--- config.mk ---
export PLATFORM = sky130hd
export DESIGN_NAME = rr_stream_mux
export DESIGN_NICKNAME = d
export VERILOG_FILES = /design/src/rtl/rr_stream_mux_pkg.sv /design/src/rtl/rr_arbiter.sv /design/src/rtl/rr_stream_mux.sv
export SDC_FILE = /design/constraint.sdc
export NUM_CORES = 1
export LEC_CHECK = 0
export ABC_AREA = 1
export BUFFER_PORTS_ARGS = -buffer_cell sky130_fd_sc_hd__buf_2
export CAP_MARGIN = 20
export CORE_MARGIN = 2
export CORE_UTILIZATION = 48
export CTS_CLUSTER_DIAMETER = 150
export CTS_CLUSTER_SIZE = 10
export DETAILED_ROUTE_END_ITERATION = 10
export PLACE_DENSITY_LB_ADDON = 0.3
export SLEW_MARGIN = 40
export SYNTH_ARGS = -nofsm -noshare
export SYNTH_HDL_FRONTEND = slang
export SYNTH_HIERARCHICAL = 1
export SYNTH_SLANG_ARGS = --single-unit
--- constraint.sdc ---
create_clock -name clk -period 2.58 [get_ports clk]
set_input_delay 0.129 -clock clk [delete_from_list [all_inputs] [get_ports clk]]
set_output_delay 0.129 -clock clk [all_outputs]
set_load 0.02 [all_outputs]
--- src/rtl/rr_stream_mux_pkg.sv ---
// Shared definitions for the round-robin packet stream multiplexer:
// mode encodings and the packet-lock state machine states.
package rr_stream_mux_pkg;

    // Selection modes driven on the `mode` input.
    localparam logic MODE_SEL = 1'b0;  // fixed channel chosen by `sel`
    localparam logic MODE_RR  = 1'b1;  // rotating priority between channels

    // Packet-lock states. ST_LOCK means a multi-beat packet is in flight and
    // the grant is pinned to the locked channel until its `last` beat.
    typedef enum logic {
        ST_IDLE = 1'b0,
        ST_LOCK = 1'b1
    } state_t;

    localparam state_t ST_RESET = ST_IDLE;

endpackage : rr_stream_mux_pkg

--- src/rtl/rr_arbiter.sv ---
// Rotate-priority pick: returns the first requesting channel found when
// searching upward from (ptr + 1) mod N, wrapping around. Purely combinational.
module rr_arbiter #(
    parameter int N  = 4,
    parameter int CW = 2
) (
    input  logic [N-1:0]  req,
    input  logic [CW-1:0] ptr,
    output logic [CW-1:0] gnt_idx,
    output logic          gnt_ok
);

    int          idx;
    logic [CW-1:0] idx_c;

    // Walk offsets 1..N from the pointer; the first request seen wins.
    always_comb begin
        gnt_idx = '0;
        gnt_ok  = 1'b0;
        idx     = 0;
        idx_c   = '0;
        for (int i = 1; i <= N; i++) begin
            idx = int'(ptr) + i;
            if (idx >= N) begin
                idx = idx - N;
            end
            idx_c = CW'(idx);
            if (!gnt_ok && req[idx_c]) begin
                gnt_idx = idx_c;
                gnt_ok  = 1'b1;
            end
        end
    end

endmodule : rr_arbiter

--- src/rtl/rr_stream_mux.sv ---
// N:1 packet stream multiplexer with per-channel valid/ready, packet locking
// (grant held until a `last` beat), fixed-select or round-robin arbitration
// and a single registered output stage.
//
// Handshake: a beat moves across an interface on a rising edge where both
// valid and ready are high. Valid never waits on ready. in_ready is one-hot
// or zero and depends on out_ready only through the output stage being full
// (load = !out_valid | out_ready); while out_valid is high and out_ready low,
// every out_* signal holds stable.
module rr_stream_mux
    import rr_stream_mux_pkg::*;
#(
    parameter int N  = 4,
    parameter int W  = 8,
    parameter int CW = 2
) (
    input  logic           clk,
    input  logic           rst_n,
    input  logic           mode,
    input  logic [CW-1:0]  sel,
    input  logic [N*W-1:0] in_data,
    input  logic [N-1:0]   in_valid,
    input  logic [N-1:0]   in_last,
    output logic [N-1:0]   in_ready,
    output logic [W-1:0]   out_data,
    output logic           out_valid,
    output logic           out_last,
    output logic [CW-1:0]  out_ch,
    input  logic           out_ready,
    output logic           busy
);

    // ------------------------------------------------------------------
    // State
    // ------------------------------------------------------------------
    state_t        state_q,     state_d;
    logic [CW-1:0] locked_q,    locked_d;
    logic [CW-1:0] rr_ptr_q,    rr_ptr_d;
    logic [W-1:0]  out_data_q,  out_data_d;
    logic          out_valid_q, out_valid_d;
    logic          out_last_q,  out_last_d;
    logic [CW-1:0] out_ch_q,    out_ch_d;

    // ------------------------------------------------------------------
    // Combinational datapath signals
    // ------------------------------------------------------------------
    logic [W-1:0]  ch_data [N];
    logic [CW-1:0] arb_idx;
    logic          arb_ok;
    logic [CW-1:0] g;
    logic          grant_ok;
    logic          load;
    logic          xfer;
    logic          last_g;
    logic [W-1:0]  data_g;

    // Unpack the flattened input bus into one word per channel.
    always_comb begin
        for (int k = 0; k < N; k++) begin
            ch_data[k] = in_data[k*W +: W];
        end
    end

    rr_arbiter #(
        .N  (N),
        .CW (CW)
    ) u_arb (
        .req     (in_valid),
        .ptr     (rr_ptr_q),
        .gnt_idx (arb_idx),
        .gnt_ok  (arb_ok)
    );

    // Output stage can take a beat when empty or being drained this cycle.
    assign load = !out_valid_q || out_ready;

    // Pick the grant candidate: the locked channel mid-packet, otherwise the
    // arbiter result or the fixed select depending on mode.
    always_comb begin
        g        = '0;
        grant_ok = 1'b0;
        if (state_q == ST_LOCK) begin
            g        = locked_q;
            grant_ok = in_valid[locked_q];
        end else if (mode == MODE_RR) begin
            g        = arb_idx;
            grant_ok = arb_ok;
        end else begin
            g = sel;
            if (int'(sel) < N) begin
                grant_ok = in_valid[sel];
            end
        end
    end

    // Reset gates the grant so in_ready is low for the whole reset window.
    assign xfer   = grant_ok && load && rst_n;
    assign last_g = in_last[g];
    assign data_g = ch_data[g];

    // Drive ready only on the granted channel.
    always_comb begin
        in_ready = '0;
        if (xfer) begin
            in_ready[g] = 1'b1;
        end
    end

    // Packet-lock FSM: next state, locked channel and round-robin pointer.
    always_comb begin
        state_d  = state_q;
        locked_d = locked_q;
        rr_ptr_d = rr_ptr_q;
        case (state_q)
            ST_IDLE: begin
                if (xfer) begin
                    rr_ptr_d = g;
                    if (!last_g) begin
                        state_d  = ST_LOCK;
                        locked_d = g;
                    end
                end
            end
            ST_LOCK: begin
                if (xfer && last_g) begin
                    state_d = ST_IDLE;
                end
            end
            default: begin
                state_d = ST_IDLE;
            end
        endcase
    end

    // Output register: load a granted beat, drop valid when drained with
    // nothing new, hold everything while stalled.
    always_comb begin
        out_data_d  = out_data_q;
        out_valid_d = out_valid_q;
        out_last_d  = out_last_q;
        out_ch_d    = out_ch_q;
        if (load) begin
            out_valid_d = xfer;
            if (xfer) begin
                out_data_d = data_g;
                out_last_d = last_g;
                out_ch_d   = g;
            end
        end
    end

    // State and output registers with asynchronous active-low reset.
    always_ff @(posedge clk or negedge rst_n) begin
        if (!rst_n) begin
            state_q     <= ST_RESET;
            locked_q    <= '0;
            rr_ptr_q    <= CW'(N - 1);
            out_data_q  <= '0;
            out_valid_q <= 1'b0;
            out_last_q  <= 1'b0;
            out_ch_q    <= '0;
        end else begin
            state_q     <= state_d;
            locked_q    <= locked_d;
            rr_ptr_q    <= rr_ptr_d;
            out_data_q  <= out_data_d;
            out_valid_q <= out_valid_d;
            out_last_q  <= out_last_d;
            out_ch_q    <= out_ch_d;
        end
    end

    assign out_data  = out_data_q;
    assign out_valid = out_valid_q;
    assign out_last  = out_last_q;
    assign out_ch    = out_ch_q;
    assign busy      = (state_q == ST_LOCK);

endmodule : rr_stream_mux

==> flow_summary.yaml, run 1 <==
floorplan:
  die_area_um2: 3622
  die_h_um: 60.19
  dieWidth_um: 60.19
  ioPinCount: 63
  core_area_um2: 3028
  start_util_pct: 50.04
  core.rowCount: 20
setup_path:
  path_common_cell: "nand2_2"
  setup.worst_path.start: "rr_ptr_q[0]"
  crit_path_end: "in_ready[2]"
  crit_slowest_cell: "dfstp_2"
  critPathTopFamily: "simple AND/OR/NAND/NOR gates"
  crit-reg2reg-launch: "rr_ptr_q[0]"
  r2r-end: "locked_q[1]"
  cp_cell_sequence: "inv_4 > buf_4 > nand2_1 > nand3_1 > nand2_1 > nor2_1 > a21oi_1 > nand3_1 > nand2_2 > nand2_2 > nand2_2 > nand2_4 > nor3_2 > buf_4"
  cp.required_ns: 2.45
  timing.critical_path.buf_inv: 3
  cpPeakStageDelay_ns: 0.64
  r2r_slack_ns: 0.12
  crit_type: "flip-flop to output port"
  crit_path_start_kind: "flip-flop"
  worstPathArrival_ns: 2.42
  path_depth: 14
  reg2regPathDepth: 19
  crit_fanout: 7
  worstSetupEndpointType: "output port"
sta:
  tightest_slew_ns: 0.3773
  fin_crit_ns: 2.546
  fmax_ghz: 0.3927
  finalSetupViolCount: 0
  max_slew_margin_pct: 74.85
  finalCritPeriodShare_pct: 98.70
  skew_ns: 0.001977
  maxSlewViolCount: 0
  finalHoldViolCount: 0
  rsz0062_at_grt: "yes"
detailed_routing:
  viasPerCell: 5.197
  ant_nets: 0
  wl_mm: 4.486
  first_iter_violations: 74
  route.detailed.drc: 0
  num_vias: 1850
  wl_per_cell_um: 12.60
  detail_route.first_pass.iterations: 4
cells_and_area:
  final_area_um2: 2176
  final_util_pct: 71.86
  area_growth_syn_to_layout_pct: 43.60
  instances_no_fill: 356
  diodes: 0
  fillers: 253
  num-nets-final: 359
  drive_gt1_share_pct: 46.47
yosys:
  syn_area_per_cell_um2: 6.559
  yosys.area.top_type: "dfrtp_1"
  synth_warnings: 6
  ys_seq_elements: 17
  yosysTopAreaCellShare_pct: 24.77
  synth_cells: 231
  synth.area.top_cells: "dfrtp_1, nand2_1, nand3_1, nand4_1, inv_1"
  seq_area_frac_synth_pct: 28.24
  netlist-cell-type-count: 24
  syn_area_um2: 1515
  syn_nets: 277
clock_network:
  cts_tree: "yes"
  clock_latency_ns: 0.30
  clkTransAtPathRegs_ns: 0.11
  clock-sinks: 17
  clockBufferDepth: 2
  root_buffer: "clkbuf_4"
  numCtsBuffers: 3
  htreeDepth: 1
global_route:
  grt_pass1_wl_mm: 6.382
  grt_overflow_total: 0
  grt_pass1_vias: 1530
  antenna_found_initial: 0
  grtUsageTotal_pct: 22.90
  grt_max_degree: 21
min_path:
  worstHoldPathType: "primary input to flip-flop"
place:
  dp_cells: 332
  hpwl_mm: 3.099
  portBuffers: 62
  placed_cell_area_um2: 1841
  gp_congestion: 0.8655
power:
  powerDensity_nw_per_um2: 1280
  vdd.ir_drop.worst_mv: 0.8384
  leakagePower_nw: 1.185
status:
  status: "finished, final reports clean"
job:
  maxCapViolations: 0
## cell families after synthesis
family	share of synthesized area [%]
simple gates	56.65
buf+inv	11.15
compound gates	3.963
flops	28.24
## routing by layer
layer	global-route usage [%]	vias up	share of wire (%)
met5	0	-	0
met4	7.619	0	0.74
met3	2.381	4	5.6
met2	36.65	77	50
met1	32.05	845	44
li1	-	924	-
## worst min-delay path by stage
stage                          from                         end  slack, ns  cells after the start
final                     out_ready                   out_valid       0.02                      2
after global routing      out_ready                   out_valid       0.04                      2
after CTS                 out_ready                   out_valid       0.02                      2
after detailed placement      rst_n                 out_data[6]       0.06                      1
after global placement        rst_n                   out_ch[0]       0.07                      1
after floorplan               rst_n  asynchronous set/reset pin      -0.17                      0
## state kept, by name, indices dropped and copies added (netlist names), named ones only
register,cells
locked_q,2
out_valid,1
rr_ptr_q,2
out_data,8
out_ch,2
out_last,1
## metrics by stage
step | setup WS (ns) | total power (W) | TNS [ns] | hold slack (ns)
finish | 0.03358 | 0.002784 | 0 | 0.01840
floorplan | 0.2806 | 0.001796 | 0 | -0.1666
CTS | 0.001485 | 0.002343 | 0 | 0.02434
global placement | 0.07951 | 0.002119 | 0 | 0.06504
global route | -0.1017 | 0.002980 | -0.3902 | 0.03906
detailed placement | 0.06321 | 0.002139 | 0 | 0.06437
## cells in the final DEF, fill, tap and decap left out, types with 2 or more instances in the layout
cell type / Yosys / final
nand3_1: 45 / 38
nor3_2: 2 / 2
nand4_1: 11 / 11
o21a_1: 2 / 2
buf_4: 5 / 21
dfrtp_1: 15 / 15
buf_2: 0 / 58
inv_2: 3 / 3
buf_6: 4 / 4
nand2_1: 91 / 75
inv_1: 16 / 14
a21oi_1: 3 / 2
nand2_2: 9 / 23
dfstp_2: 2 / 2
nor2_4: 2 / 2
o21ai_0: 5 / 5
nand3_2: 3 / 10
nor2_1: 3 / 3
nand2_4: 3 / 6
clkbuf_4: 2 / 3
buf_12: 0 / 2
## worst register-to-register path: stages, from the launching register on
cell and delay [ns]:
dfstp_2 0.64, inv_4 0.08, buf_4 0.15, nand2_1 0.07, nand3_1 0.09, nand2_1 0.09
nor2_1 0.05, a21oi_1 0.13, nand3_1 0.10, nand2_2 0.10, nand2_2 0.06, nand2_2 0.08
nand2_4 0.10, buf_6 0.15, nand3_2 0.06, nand2_2 0.07, nor2_4 0.16, nand2_2 0.07
nand2_1 0.06, nand2_1 0.05
## area by class of cell
class,instances,area [µm²],share of cell area (%)
multi-input combinational,185,1030,47.33
clock buffer,3,22.52,1.035
timing repair buffer,87,558.0,25.65
clock inverter,1,5.005,0.2300
sequential,17,427.9,19.67
tap,44,55.05,2.530
inverter,19,77.57,3.565
## cell usage after synthesis
cell type  count
nor3_1         1
nor2_1         3
nand3_4        1
nor2_8         1
nor2_4         2
dfstp_2        2
nand2_4        3
buf_4          5
nand2_2        9
nand3_2        3
nand4_1       11
o21a_1         2
inv_2          3
a21oi_1        3
nor2_2         1
o21ai_1        1
nand3_1       45
o21ai_0        5
nor3_2         2
buf_6          4
inv_1         16
dfrtp_1       15
clkbuf_4       2
nand2_1       91
## timing repair
item / CTS / global route
hold buffers: 1 / 0
pin swaps: 0 / 17
cloned: 0 / 1
buffers inserted: 1 / 17
setup endpoints to repair: 4 / 12
hold endpoints to repair: 15 / 0
gates resized for setup: 10 / 35
## report_power, final
part / switching, W / leakage, nW / internal [W]
Sequential: 0.000117 / 0.211 / 0.000393
Clock: 0.0000913 / 0.0177 / 0.0000578
Combinational: 0.00126 / 0.956 / 0.000861
Total: 0.00147 / 1.18 / 0.00131
Power figures use the tool's default switching activity.
==> run 2: changes to the inputs <==
- ABC_AREA: 1 -> default
- CORE_UTILIZATION: 48 -> 46
==> run 2 against run 1 <==
Against the previous run: register-to-register slack better by 0.21 ns; final area down 22%; highest routed layer unchanged; worst hold slack better by 0.12 ns.
==> flow_summary.yaml, run 2 <==
sta:
  finalHoldViolCount: 0
  fin_crit_ns: 2.476
  max_slew_margin_pct: 57.47
  setup_tns_ns: 0
  worst_slack_ns: 0.1041
  fmax_ghz: 0.4039
  hold_slack_ns: 0.1348
  maxSlewViolCount: 0
  finalCritPeriodShare_pct: 95.97
  skew_ns: 0.001569
  tightest_slew_ns: 0.6366
  finalSetupViolCount: 0
cells_and_area:
  final_common_cell: "buf_2"
  final_area_um2: 1708
  num-nets-final: 246
  largest_reg_flops: 8
  area_growth_syn_to_layout_pct: 26.74
  diodes: 0
  drive_gt1_share_pct: 51.76
  fillers: 244
  most-common-layout-cells: "buf_2, nand2_1, dfrtp_1, mux2_4, a32oi_1"
floorplan:
  ioPinCount: 63
  dieWidth_um: 58.13
  core.rowCount: 19
  core_area_um2: 2781
  start_util_pct: 48.45
  die_h_um: 58.13
  die_area_um2: 3379
yosys:
  synth.area.top_cells: "dfrtp_1, mux2_4, nand2_1, mux2i_1, mux2_2"
  ys_seq_elements: 17
  yosys.area.top_type: "dfrtp_1"
  synth_warnings: 6
  synth-simple-area-share_pct: 17.92
  synth-xor-area-share_pct: 0
  synthArstFlopShare_pct: 100.0
  synth_common_cells: "nand2_1, dfrtp_1, mux2_4"
  synth_top_family_by_area: "multiplexers"
  synth_most_common_cell: "nand2_1"
  synth_flop_cell: "dfrtp_1"
  synth_cells: 137
  synth.area.mux_share_pct: 22.66
  seq_area_frac_synth_pct: 31.75
  syn_area_um2: 1348
  netlist-cell-type-count: 37
  synth_compound_area_share_pct: 22.47
  syn_nets: 183
  yosysTopAreaCellShare_pct: 27.86
  synth-edff-count: 0
  syn_area_per_cell_um2: 9.836
  synth_adder_area_share_pct: 0
power:
  powerDensity_nw_per_um2: 1160
  vdd.ir_drop.worst_mv: 0.8560
  leakagePower_nw: 0.8350
clock_network:
  clock_latency_ns: 0.30
  clock-sinks: 17
  clkTransAtPathRegs_ns: 0.10
  htreeDepth: 1
  clockBufferDepth: 2
  root_buffer: "clkbuf_4"
  numCtsBuffers: 3
  cts_tree: "yes"
global_route:
  grt_overflow_total: 0
  grtUsageTotal_pct: 20.99
  grt_pass1_vias: 1264
  grt_pass1_wl_mm: 5.485
  antenna_found_initial: 0
  grt_max_degree: 23
setup_path:
  crit_path_start_kind: "flip-flop"
  cp.required_ns: 2.45
  worstSetupEndpointType: "output port"
  crit_fanout: 18
  worstPathArrival_ns: 2.35
  reg2regPathDepth: 9
  crit_type: "flip-flop to output port"
min_path:
  hold_depth: 3
  worstHoldPathType: "primary input to flip-flop"
place:
  dp_slack_ns: 0.2943
  gp_congestion: 0.8355
  portBuffers: 62
  placed_cell_area_um2: 1668
  hpwl_mm: 2.648
status:
  status: "finished, final reports clean"
detailed_routing:
  wl_mm: 3.353
  wl_per_cell_um: 14.58
  first_iter_violations: 46
  detail_route.first_pass.iterations: 4
  viasPerCell: 5.513
  route.detailed.drc: 0
  num_vias: 1268
  ant_nets: 0
job:
  maxCapViolations: 0
## run 2: cell count changes in the layout (fill, tap and decap cells not counted), moves of 11 or more
| cell | previous run | this run |
|---|---|---|
| nand2_2 | 23 | 1 |
| nand3_1 | 38 | 0 |
| inv_1 | 14 | 1 |
| nand4_1 | 11 | 0 |
| nand2_1 | 75 | 32 |
| buf_4 | 21 | 3 |
## run 2: layer usage
metal  vias up  track usage [%]  part of all wire (%)
met1       602            24.86                    41
li1        625                -                     -
met5         -                0                     0
met4         0            6.312                   1.3
met3         4            5.357                   6.0
met2        37            37.18                    52
## run 2: critical path, cell delays in order, from the launching register on
cell and delay [ns]:
dfstp_2 0.59, nand2b_1 0.14, a21oi_2 0.07, o221ai_2 0.18
mux2i_2 0.13, buf_4 0.16, a21o_1 0.18, buf_4 0.20
nor3_1 0.20, buf_2 0.20
## run 2: final cells by class
| type | instances | area, µm² | share of cell area (%) |
|---|---|---|---|
| Multi-Input combinational cell | 110 | 864.6 | 50.62 |
| Sequential cell | 17 | 427.9 | 25.05 |
| Timing Repair Buffer | 66 | 342.8 | 20.07 |
| Tap cell | 31 | 38.79 | 2.271 |
| Clock buffer | 4 | 26.28 | 1.538 |
| Inverter | 2 | 7.507 | 0.4396 |
## run 2: path summary, 6_finish.rpt
path	slack [ns]	end	from
max	0.10	in_ready[1]	rr_ptr_q[1]
min	0.13	out_valid	out_ready
max reg2reg	0.33	out_data[1]	rr_ptr_q[1]
min reg2reg	0.51	out_data[2]	out_data[2]
max in group asynchronous	2.00	rr_ptr_q[0]	rst_n
min in group asynchronous	0.32	out_last	rst_n
## run 2: power breakdown
| part | internal [W] | switching (W) | leakage [nW] |
|---|---|---|---|
| clock network | 0.0000604 | 0.0000902 | 0.0150 |
| registers | 0.000415 | 0.000118 | 0.201 |
| logic | 0.000573 | 0.000724 | 0.619 |
## run 2: cells by family after synthesis
| kind of cell | Yosys count |
|---|---|
| compound gates | 34 |
| simple gates | 51 |
| buf+inv | 10 |
| mux | 25 |
| flops | 17 |
## run 2: what timing repair did
action                                  in CTS  in global routing
buffers inserted                             0                  0
gates resized for setup                      0                  1
endpoints found under the hold margin       15                  0
endpoints found under the setup margin       0                  1
hold buffers                                 1                  0
## run 2: through the flow
stage | total power (W) | cells | utilization (%)
6_report | 0.001980 | 230 | 61.40
5_1_grt | 0.002131 | 230 | 61.40
4_1_cts | 0.001989 | 230 | 61.27
3_5_place_dp | 0.001839 | 225 | 59.96
3_3_place_gp | 0.001768 | 225 | 59.69
2_1_floorplan | 0.001566 | 137 | -
==> run 3: changes to the inputs <==
- CORE_MARGIN: 2 -> 8
- GPL_TIMING_DRIVEN: default -> 0
- RECOVER_POWER: default -> 50
==> run 3 against run 2 <==
Against the previous run: utilization rose by 1.1 points; clock power barely moved; worst setup slack got worse by 0.025 ns; first-iteration DRC count rose by 22%; final area rose by 1.8%.
==> flow_summary.yaml, run 3 (same netlist as run 2, synthesis figures left out) <==
status:
  status: "finished, final reports clean"
setup_path:
  worstSetupEndpointType: "output port"
  cp.required_ns: 2.45
  worstPathArrival_ns: 2.37
  crit_type: "flip-flop to output port"
  crit_fanout: 10
  crit_path_start_kind: "flip-flop"
cells_and_area:
  diodes: 0
  area_growth_syn_to_layout_pct: 29.06
  most-common-layout-cells: "buf_2, nand2_1, dfrtp_1, mux2_4"
  drive_gt1_share_pct: 49.26
  final_common_cell: "buf_2"
  instances_no_fill: 234
  num-nets-final: 250
  final_util_pct: 62.53
  largest_reg_flops: 8
floorplan:
  start_util_pct: 48.45
  ioPinCount: 63
  die_area_um2: 4918
  core_area_um2: 2781
  die_h_um: 70.13
  core.rowCount: 19
  dieWidth_um: 70.13
job:
  maxCapViolations: 0
sta:
  finalSetupViolCount: 0
  finalCritPeriodShare_pct: 96.93
  hold_slack_ns: 0.1396
  fmax_ghz: 0.3999
  maxSlewViolCount: 0
  tightest_slew_ns: 0.3807
  max_slew_margin_pct: 74.50
  finalHoldViolCount: 0
  skew_ns: 0.01262
  worst_slack_ns: 0.07928
  fin_crit_ns: 2.501
detailed_routing:
  wl_mm: 3.875
  wl_per_cell_um: 16.56
  detail_route.first_pass.iterations: 4
  route.detailed.drc: 0
  first_iter_violations: 56
  viasPerCell: 5.611
  ant_nets: 0
  num_vias: 1313
global_route:
  grt_overflow_total: 0
  grt_pass1_wl_mm: 6.520
  grt_max_degree: 20
  antenna_found_initial: 0
  grt_util_met1_pct: 17.18
  globalRouteMet3Util_pct: 7.062
  grtUsageMet2_pct: 26.29
  grt_pass1_vias: 1419
  grt-busiest-layer: "met2"
  grtUsageTotal_pct: 15.48
clock_network:
  clockBufferDepth: 2
  cts_tree: "yes"
  clock-sinks: 17
  post_cts_buffers: 0
  root_buffer: "clkbuf_4"
  clock_latency_ns: 0.30
  htreeDepth: 1
  clkTransAtPathRegs_ns: 0.12
  numCtsBuffers: 3
power:
  powerDensity_nw_per_um2: 1187
  vdd.ir_drop.worst_mv: 0.8862
  leakagePower_nw: 0.8372
place:
  dp_cells: 230
  gp_congestion: 0.8566
  hpwl_mm: 3.045
  portBuffers: 62
  dp_slack_ns: 0.3087
min_path:
  worstHoldPathType: "primary input to flip-flop"
-- run 3: cell count changes in the layout (fill, tap and decap cells not counted), sizes merged --
cell,change
clkbuf,+8
buf,-5
clkinv,+1
-- run 3: critical path, stage by stage, from the launching register on --
cell and delay, ns:
dfstp_2 0.60, nand2b_1 0.15, a21oi_2 0.07, o221ai_2 0.22
mux2i_4 0.13, a21o_1 0.19, buf_4 0.17, buf_4 0.18
nor3_1 0.18, buf_2 0.19
-- run 3: final timing paths --
check,from,to,slack [ns],cells after the start
max,rr_ptr_q[1],in_ready[1],0.08,9
max reg2reg,rr_ptr_q[1],out_data[4],0.30,9
min in group asynchronous,rst_n,out_valid,0.25,2
min reg2reg,out_data[2],out_data[2],0.51,1
min,out_ready,out_valid,0.14,3
max in group asynchronous,rst_n,rr_ptr_q[1],2.05,2
-- run 3: stage by stage --
stage | instance area, µm² | TNS, ns | power, W
floorplan | 1348 | 0 | 0.001566
CTS | 1734 | 0 | 0.002089
detailed placement | 1697 | 0 | 0.001931
global placement | 1697 | 0 | 0.001881
finish | 1739 | 0 | 0.002064
global route | 1739 | -0.008581 | 0.002226
-- run 3: final cells by class --
cell class	count	area, µm²
buffer	7	55.05
inverter	2	7.507
clock inverter	1	5.005
fill	245	1042
sequential	17	427.9
tap	31	38.79
multi-input combinational	110	867.1
timing repair buffer	63	315.3
clock buffer	3	22.52
-- run 3: report_power, final --
part | internal, W | total, W | switching, W
clock network | 0.0000578 | 0.000151 | 0.0000936
logic | 0.000611 | 0.00139 | 0.000779
registers | 0.000415 | 0.000522 | 0.000107
total | 0.00108 | 0.00206 | 0.000979
-- run 3: what timing repair did --
| action | in CTS | in global routing |
|---|---|---|
| resized for setup | 0 | 5 |
| endpoints found under the hold margin | 15 | 0 |
| hold buffers | 1 | 0 |
| endpoints found under the setup margin | 0 | 4 |
-- run 3: metal layers --
metal	vias up	routed length (µm)	share of wire, %
li1	632	-	-
met1	631	1630	42
met2	44	1911	49
met3	6	291	7.5
met4	0	42	1.1
met5	-	0	0
